$ cat config.mk
export PLATFORM = sky130hd
export DESIGN_NAME = dmem_arbiter
export DESIGN_NICKNAME = d
export VERILOG_FILES = /design/src/rtl/dmem_pkg.sv /design/src/rtl/dmem_arbiter.sv
export SDC_FILE = /design/constraint.sdc
export NUM_CORES = 1
export LEC_CHECK = 0
export ABC_AREA = 1
export CAP_MARGIN = 10
export CORE_AREA = 4 4 114 116
export DETAILED_ROUTE_END_ITERATION = 8
export DIE_AREA = 0 0 118 120
export PLACE_DENSITY = 0.64
export SLEW_MARGIN = 20
export SYNTH_ARGS = -nofsm -noshare
export SYNTH_HDL_FRONTEND = slang
export SYNTH_SLANG_ARGS = --single-unit
$ cat constraint.sdc
create_clock -name clock -period 3.1 [get_ports clock]
set_clock_uncertainty 0.2 [all_clocks]
set_input_delay 0.31 -clock clock [delete_from_list [all_inputs] [get_ports clock]]
set_output_delay 0.31 -clock clock [all_outputs]
set_load 0.005 [all_outputs]
$ cat src/rtl/dmem_pkg.sv
// Shared types for the data-memory arbiter: FSM encoding, port ids
// and the two-way round-robin pick.
package dmem_pkg;

    typedef enum logic [1:0] {
        IDLE = 2'd0,
        OWN0 = 2'd1,
        OWN1 = 2'd2
    } arb_state_t;

    localparam logic CORE   = 1'b0;
    localparam logic LOADER = 1'b1;

    // On a tie the port that did not win last time gets the memory.
    function automatic logic rr_pick(
        input logic r0,
        input logic r1,
        input logic last
    );
        if (r0 && r1) begin
            return ~last;
        end
        return r1;
    endfunction

endpackage

$ cat src/rtl/dmem_arbiter.sv
// Shares the single-port data memory between the core (port 0) and the
// loader/debug master (port 1) with round-robin and bounded lock.
module dmem_arbiter
    import dmem_pkg::*;
#(
    parameter int AW       = 32,
    parameter int DW       = 32,
    parameter int MAX_LOCK = 8
) (
    input  logic          clock,
    input  logic          rst,

    input  logic          p0_req,
    input  logic          p0_we,
    input  logic          p0_lock,
    input  logic [AW-1:0] p0_addr,
    input  logic [DW-1:0] p0_wdata,
    output logic          p0_gnt,
    output logic          p0_rvalid,
    output logic [DW-1:0] p0_rdata,

    input  logic          p1_req,
    input  logic          p1_we,
    input  logic          p1_lock,
    input  logic [AW-1:0] p1_addr,
    input  logic [DW-1:0] p1_wdata,
    output logic          p1_gnt,
    output logic          p1_rvalid,
    output logic [DW-1:0] p1_rdata,

    output logic          mem_re,
    output logic          mem_we,
    output logic [AW-1:0] mem_addr,
    output logic [DW-1:0] mem_wdata,
    input  logic [DW-1:0] mem_rdata
);

    localparam int CW = $clog2(MAX_LOCK);
    // The acquiring IDLE cycle counts as the first owned cycle.
    localparam logic [CW-1:0] LOCK_LAST = CW'(MAX_LOCK - 2);

    arb_state_t    state;
    logic          last;
    logic [CW-1:0] lock_cnt;
    logic          rd_tag;
    logic          rd_pend;

    logic          gnt_any;
    logic          win;
    logic          w_we;
    logic          w_lock;
    logic [AW-1:0] w_addr;
    logic [DW-1:0] w_wdata;
    logic          own_port;
    logic          own_lock;
    logic          rel;

    always_comb begin
        gnt_any = 1'b0;
        win     = CORE;
        unique case (state)
            IDLE: begin
                gnt_any = p0_req | p1_req;
                win     = rr_pick(p0_req, p1_req, last);
            end
            OWN0: begin
                gnt_any = p0_req;
                win     = CORE;
            end
            OWN1: begin
                gnt_any = p1_req;
                win     = LOADER;
            end
            default: begin
                gnt_any = 1'b0;
                win     = CORE;
            end
        endcase
        if (!rst) begin
            gnt_any = 1'b0;
        end
    end

    always_comb begin
        w_we    = win ? p1_we    : p0_we;
        w_lock  = win ? p1_lock  : p0_lock;
        w_addr  = win ? p1_addr  : p0_addr;
        w_wdata = win ? p1_wdata : p0_wdata;
    end

    assign own_port = (state == OWN1);
    assign own_lock = own_port ? p1_lock : p0_lock;
    assign rel      = !own_lock || (lock_cnt == LOCK_LAST);

    always_ff @(posedge clock or negedge rst) begin
        if (!rst) begin
            state    <= IDLE;
            last     <= 1'b1;
            lock_cnt <= '0;
            rd_tag   <= CORE;
            rd_pend  <= 1'b0;
        end else begin
            rd_pend <= gnt_any && !w_we;
            if (gnt_any && !w_we) begin
                rd_tag <= win;
            end
            if (gnt_any) begin
                last <= win;
            end
            unique case (state)
                IDLE: begin
                    if (gnt_any && w_lock) begin
                        state    <= win ? OWN1 : OWN0;
                        lock_cnt <= '0;
                    end
                end
                OWN0, OWN1: begin
                    // Owner keeps priority even if it idles; a waiting
                    // peer wins the first cycle after release.
                    last <= own_port;
                    if (rel) begin
                        state    <= IDLE;
                        lock_cnt <= '0;
                    end else begin
                        lock_cnt <= lock_cnt + 1'b1;
                    end
                end
                default: begin
                    state    <= IDLE;
                    lock_cnt <= '0;
                end
            endcase
        end
    end

    assign p0_gnt    = gnt_any && (win == CORE);
    assign p1_gnt    = gnt_any && (win == LOADER);

    assign mem_re    = gnt_any && !w_we;
    assign mem_we    = gnt_any && w_we;
    assign mem_addr  = gnt_any ? w_addr  : '0;
    assign mem_wdata = gnt_any ? w_wdata : '0;

    assign p0_rvalid = rd_pend && (rd_tag == CORE);
    assign p1_rvalid = rd_pend && (rd_tag == LOADER);
    assign p0_rdata  = p0_rvalid ? mem_rdata : '0;
    assign p1_rdata  = p1_rvalid ? mem_rdata : '0;

endmodule

* Word level (Yosys, flattened, before mapping)
Index checks and enable logic that the tools add are counted.
** Word-level totals
- Register bits after elaboration :: 8
- Output and inout port bits :: 134
** Operators by class
- $add $sub $neg :: 1
- Equal/unequal tests :: 5
- Muxes and demuxes :: 25
- Bitwise operators :: 4
- Reductions and logical operators :: 15
** Operator list (count)
- 32-bit 2-to-1 mux :: 6
- 1-bit 2-to-1 mux :: 10
- 1-bit logical AND :: 8
- 2-bit 2-to-1 mux :: 3
- 3-bit 2-to-1 mux :: 2
- 3-bit one-hot mux with 2 select lines :: 1
- 2-bit inequality test, second input constant :: 2
- 2-bit one-hot mux with 2 select lines :: 1
- 3-bit by 1-bit adder with 3-bit output, second input constant :: 1
- 3-bit equality test, second input constant :: 1
- 1-bit NOT :: 3
- 1-bit one-hot mux with 3 select lines :: 1
- 2-bit by 1-bit equality test with 1-bit output, second input constant :: 1
- 2-bit equality test, second input constant :: 1
- 1-bit logical NOT :: 2
- 2-bit logical NOT :: 1
- 1-bit one-hot mux with 2 select lines :: 1
- 2-bit AND reduction :: 1
- 2-bit nonzero test :: 1
- 2-bit OR reduction :: 1
- 1-bit logical OR :: 1
- 1-bit bitwise OR :: 1

* Depth between registers and ports, before layout
- Depth after elaboration :: 9
- Mapped depth :: 14

* Worst setup path before layout
OpenSTA, ideal clock, no wires.
- Kind :: register -> output
- Start point :: reg state[0]
- End point :: out mem_addr[10]
- Arrival time :: 1540 ps
- Required time :: 2590 ps
- Path slack :: 1050 ps
- Cell stages (with the launch flop) :: 15
- Buffers on the path :: 3
- Cells stage by stage :: dfrtp_1 inv_1 ha_1 buf_6 nand2_1 inv_1 nand2_2 nand2_2 inv_2 nand2_2 inv_2 buf_8 buf_12 nand2_2 nand2_1
** On the way
- Word-level cells in the longest chain between the ends :: 4
** Ends and longest elaborated chain
- from (decl) :: line dmem_arbiter.sv:42 : arb_state_t state;
- from (signal assigned) :: line dmem_arbiter.sv:113 : state <= win ? OWN1 : OWN0;
- 2-bit equality test (tied with other cells) :: line dmem_arbiter.sv:61 : unique case (state)
- 1-bit one-hot mux with 3 select lines or 1-bit one-hot mux with 2 select lines (tied branches) :: line dmem_arbiter.sv:61
- 1-bit 2-to-1 mux or 32-bit 2-to-1 mux (tied branches) :: line dmem_arbiter.sv:79, dmem_arbiter.sv:87
- 32-bit 2-to-1 mux * :: line dmem_arbiter.sv:141 : assign mem_addr = gnt_any ? w_addr : '0;
- to (decl) :: line dmem_arbiter.sv:33 : output logic [AW-1:0] mem_addr,
Mark *: on every way between the ends. The rest lies on a longest branch, timed or not.

* Worst setup path after layout
- Start point :: reg state[0]
- End point :: out mem_addr[3]
Same word-level chain as after synthesis.

==> flow_summary.json <==
{
  "ant_nets": 0,
  "max-vdd-ir-drop_v": 0.000315,
  "port-buffer-count": 301,
  "finalSetupViolations": 0,
  "power_density_nw_per_um2": 436,
  "dp_hpwl_mm": 9.63,
  "layout-drive-gt1-share_pct": 7.74,
  "clk_latency_ns": 0.23,
  "synth_top_cell_by_area": "nand2_1",
  "row_count": 40,
  "wl_met3_um": 686,
  "dp.cells": 827,
  "required_ns": 2.59,
  "htreeDepth": 1,
  "timing.fmax_ghz": 0.340,
  "synth-main-ff-cell": "dfrtp_1",
  "place_ws_ns": 0.246,
  "fin_nets": 860,
  "wl_met2_mm": 6.20,
  "worst_slack_ns": 0.155,
  "area_delta_synth_final_pct": 166,
  "die_height_um": 120,
  "drt-pass1-iter-count": 4,
  "routedWlPerCell_um": 13.8,
  "fillers": 1212,
  "start_util_pct": 16.3,
  "viasPerCell": 3.95,
  "critPathLaunchType": "register",
  "grt_pass1_wl_mm": 16.6,
  "wl_met1_mm": 4.44,
  "cp_max_fo": 14,
  "cellLeakagePower_nw": 2.43,
  "top_layer": "met4",
  "avgSynthCellArea_um2": 4.93,
  "synthTopCellsByCount": "188 x nand2_1, 70 x nor2_1, 47 x inv_1",
  "fp.dieArea_um2": 14200,
  "grt_pass1_vias": 3066,
  "grt_usage_pct": 14.3,
  "antennaDiodeCount": 0,
  "final_cells": 832,
  "final_max_slew_viol_count": 0,
  "netlist_instances": 393,
  "drt-total-wl_mm": 11.5,
  "post-cts-setup-buffers": 0,
  "numCtsBuffers": 3,
  "drtIter0Drc": 127,
  "ios": 302,
  "fin_tns_setup_ns": 0,
  "yosys-top-cells-area": "nand2_1 36%, nor2_1 14%, nand2_2 11%",
  "run_status": "complete, no violations",
  "numClockSinks": 8,
  "ys_ff_latch": 8,
  "worst_pin_slew_ns": 0.349,
  "cap_viol_max_count": 0,
  "path_class": "reg -> out",
  "ys_types": 22,
  "ys_seq_area_share_pct": 10.4,
  "postCtsHoldBufs": 0,
  "post-route-period-util_pct": 95.0,
  "grt-ovfl-total": 0,
  "relSlewSlack_pct": 76.7,
  "clk_pin_slew_ns": 0.04,
  "synth_nets": 567,
  "worstPathArrival_ns": 2.43,
  "rsz0062_at_grt": "no",
  "final_util_pct": 43.3,
  "finalPower_w": 0.00225,
  "setup.worst_path.end_class": "output port",
  "yosysMostFrequentCell": "nand2_1",
  "place.gp.congestion": 0.910,
  "finalHoldViolCount": 0,
  "core_region_area_um2": 11900,
  "yosys_warnings": 0,
  "die_w_um": 118,
  "cts_root_buffer": "clkbuf_16",
  "hold_class": "in -> async",
  "drc": 0,
  "synth_top_area_share_pct": 36.4,
  "cts_tree": "built",
  "cts.path.max_buffers": 2,
  "vias": 3287,
  "synth_edf_count": 0,
  "syn_area_um2": 1940,
  "synthArstFlopShare_pct": 100,
  "fin_crit_ns": 2.94,
  "antenna_found_initial": 0,
  "grt_start_max_net_pins": 50
}
==> sequential cells by signal, indices dropped and copies added (netlist names) <==
| name | flops |
|---|---|
| state | 2 |
| lock_cnt | 3 |
| rd_tag | 1 |
| last | 1 |
| rd_pend | 1 |
==> critical path: stages (launching register included) <==
cell,delay [ns]
dfrtp_1,0.40
inv_1,0.14
ha_2,0.25
o21ai_2,0.08
a21oi_4,0.21
nand2_2,0.10
inv_4,0.12
buf_6,0.21
nand2_2,0.05
nand2_1,0.07
clkdlybuf4s50_1,0.55
==> routing by layer <==
| metal | vias to the layer above | track usage [%] |
|---|---|---|
| met3 | 14 | 3.20 |
| met5 | - | 0 |
| met2 | 140 | 27.8 |
| met1 | 1424 | 15.7 |
| met4 | 0 | 3.30 |
| li1 | 1709 | - |
==> layout by cell type, fill, tap and decap left out, types with 3 or more instances in the layout <==
cell type          n
buf_4              3
nand2_1          188
ha_1               4
nand2_2           34
nor2_1            70
dfrtp_1            7
clkbuf_16          4
clkdlybuf4s50_1  301
o21ai_0            3
nand3_1            6
inv_1             47
==> stage by stage <==
stage	hold WS, ns	cell area [um2]
after global routing	0.232	5150
after CTS	0.206	5100
after floorplan	-0.186	1940
after detailed placement	0.344	5020
final	0.208	5150
after global placement	0.312	5020
==> timing repair <==
action / CTS / global route
resized for setup: 1 / 6
setup endpoints to repair: 2 / 64
endpoints found under the hold margin: 0 / 0
cloned: 0 / 1
==> final timing paths <==
| kind | startpoint | to | slack (ns) | cells after the start |
|---|---|---|---|---|
| max in group asynchronous | rst | last$_DFFE_PN1P_ | 2.28 | 2 |
| setup / recovery | state[0]$_DFFE_PN0P_ | mem_addr[3] | 0.16 | 10 |
| min in group clock | state[0]$_DFFE_PN0P_ | state[0]$_DFFE_PN0P_ | 0.34 | 2 |
| hold / removal | rst | lock_cnt[2]$_DFFE_PN0P_ | 0.21 | 2 |
| setup reg to reg | state[0]$_DFFE_PN0P_ | state[1]$_DFFE_PN0P_ | 1.13 | 13 |
| hold reg to reg | state[0]$_DFFE_PN0P_ | state[0]$_DFFE_PN0P_ | 0.34 | 2 |
==> final cells by class <==
| cell class | instances | area [um2] | share of cell area (%) |
|---|---|---|---|
| sequential | 8 | 201 | 3.91 |
| timing repair buffer | 309 | 3130 | 60.7 |
| inverter | 50 | 190 | 3.69 |
| clock buffer | 4 | 78.8 | 1.53 |
| tap | 147 | 184 | 3.57 |
| multi-input combinational | 314 | 1370 | 26.6 |
==> power breakdown <==
part | total [W] | switching, W | internal (W)
clock network | 0.000225 | 0.0000538 | 0.000172
registers | 0.000173 | 0.0000261 | 0.000147
logic | 0.00185 | 0.000809 | 0.00104
total | 0.00225 | 0.000889 | 0.00136
==> logic make-up (layout without fill, tap and decap cells) <==
logic type                 after synthesis  count (layout)  synth area share, %
adders and majority gates                6               6                 3.87
DFF                                      8               8                 10.4
AOI/OAI and AO/OA                        7               7                 2.65
buffers and inverters                   71             363                 19.7
and+or+nand+nor                        300             300                 63.0
xor gates and xnor gates                 1               1                0.452
Note: power is estimated with default switching activity, not from simulation.
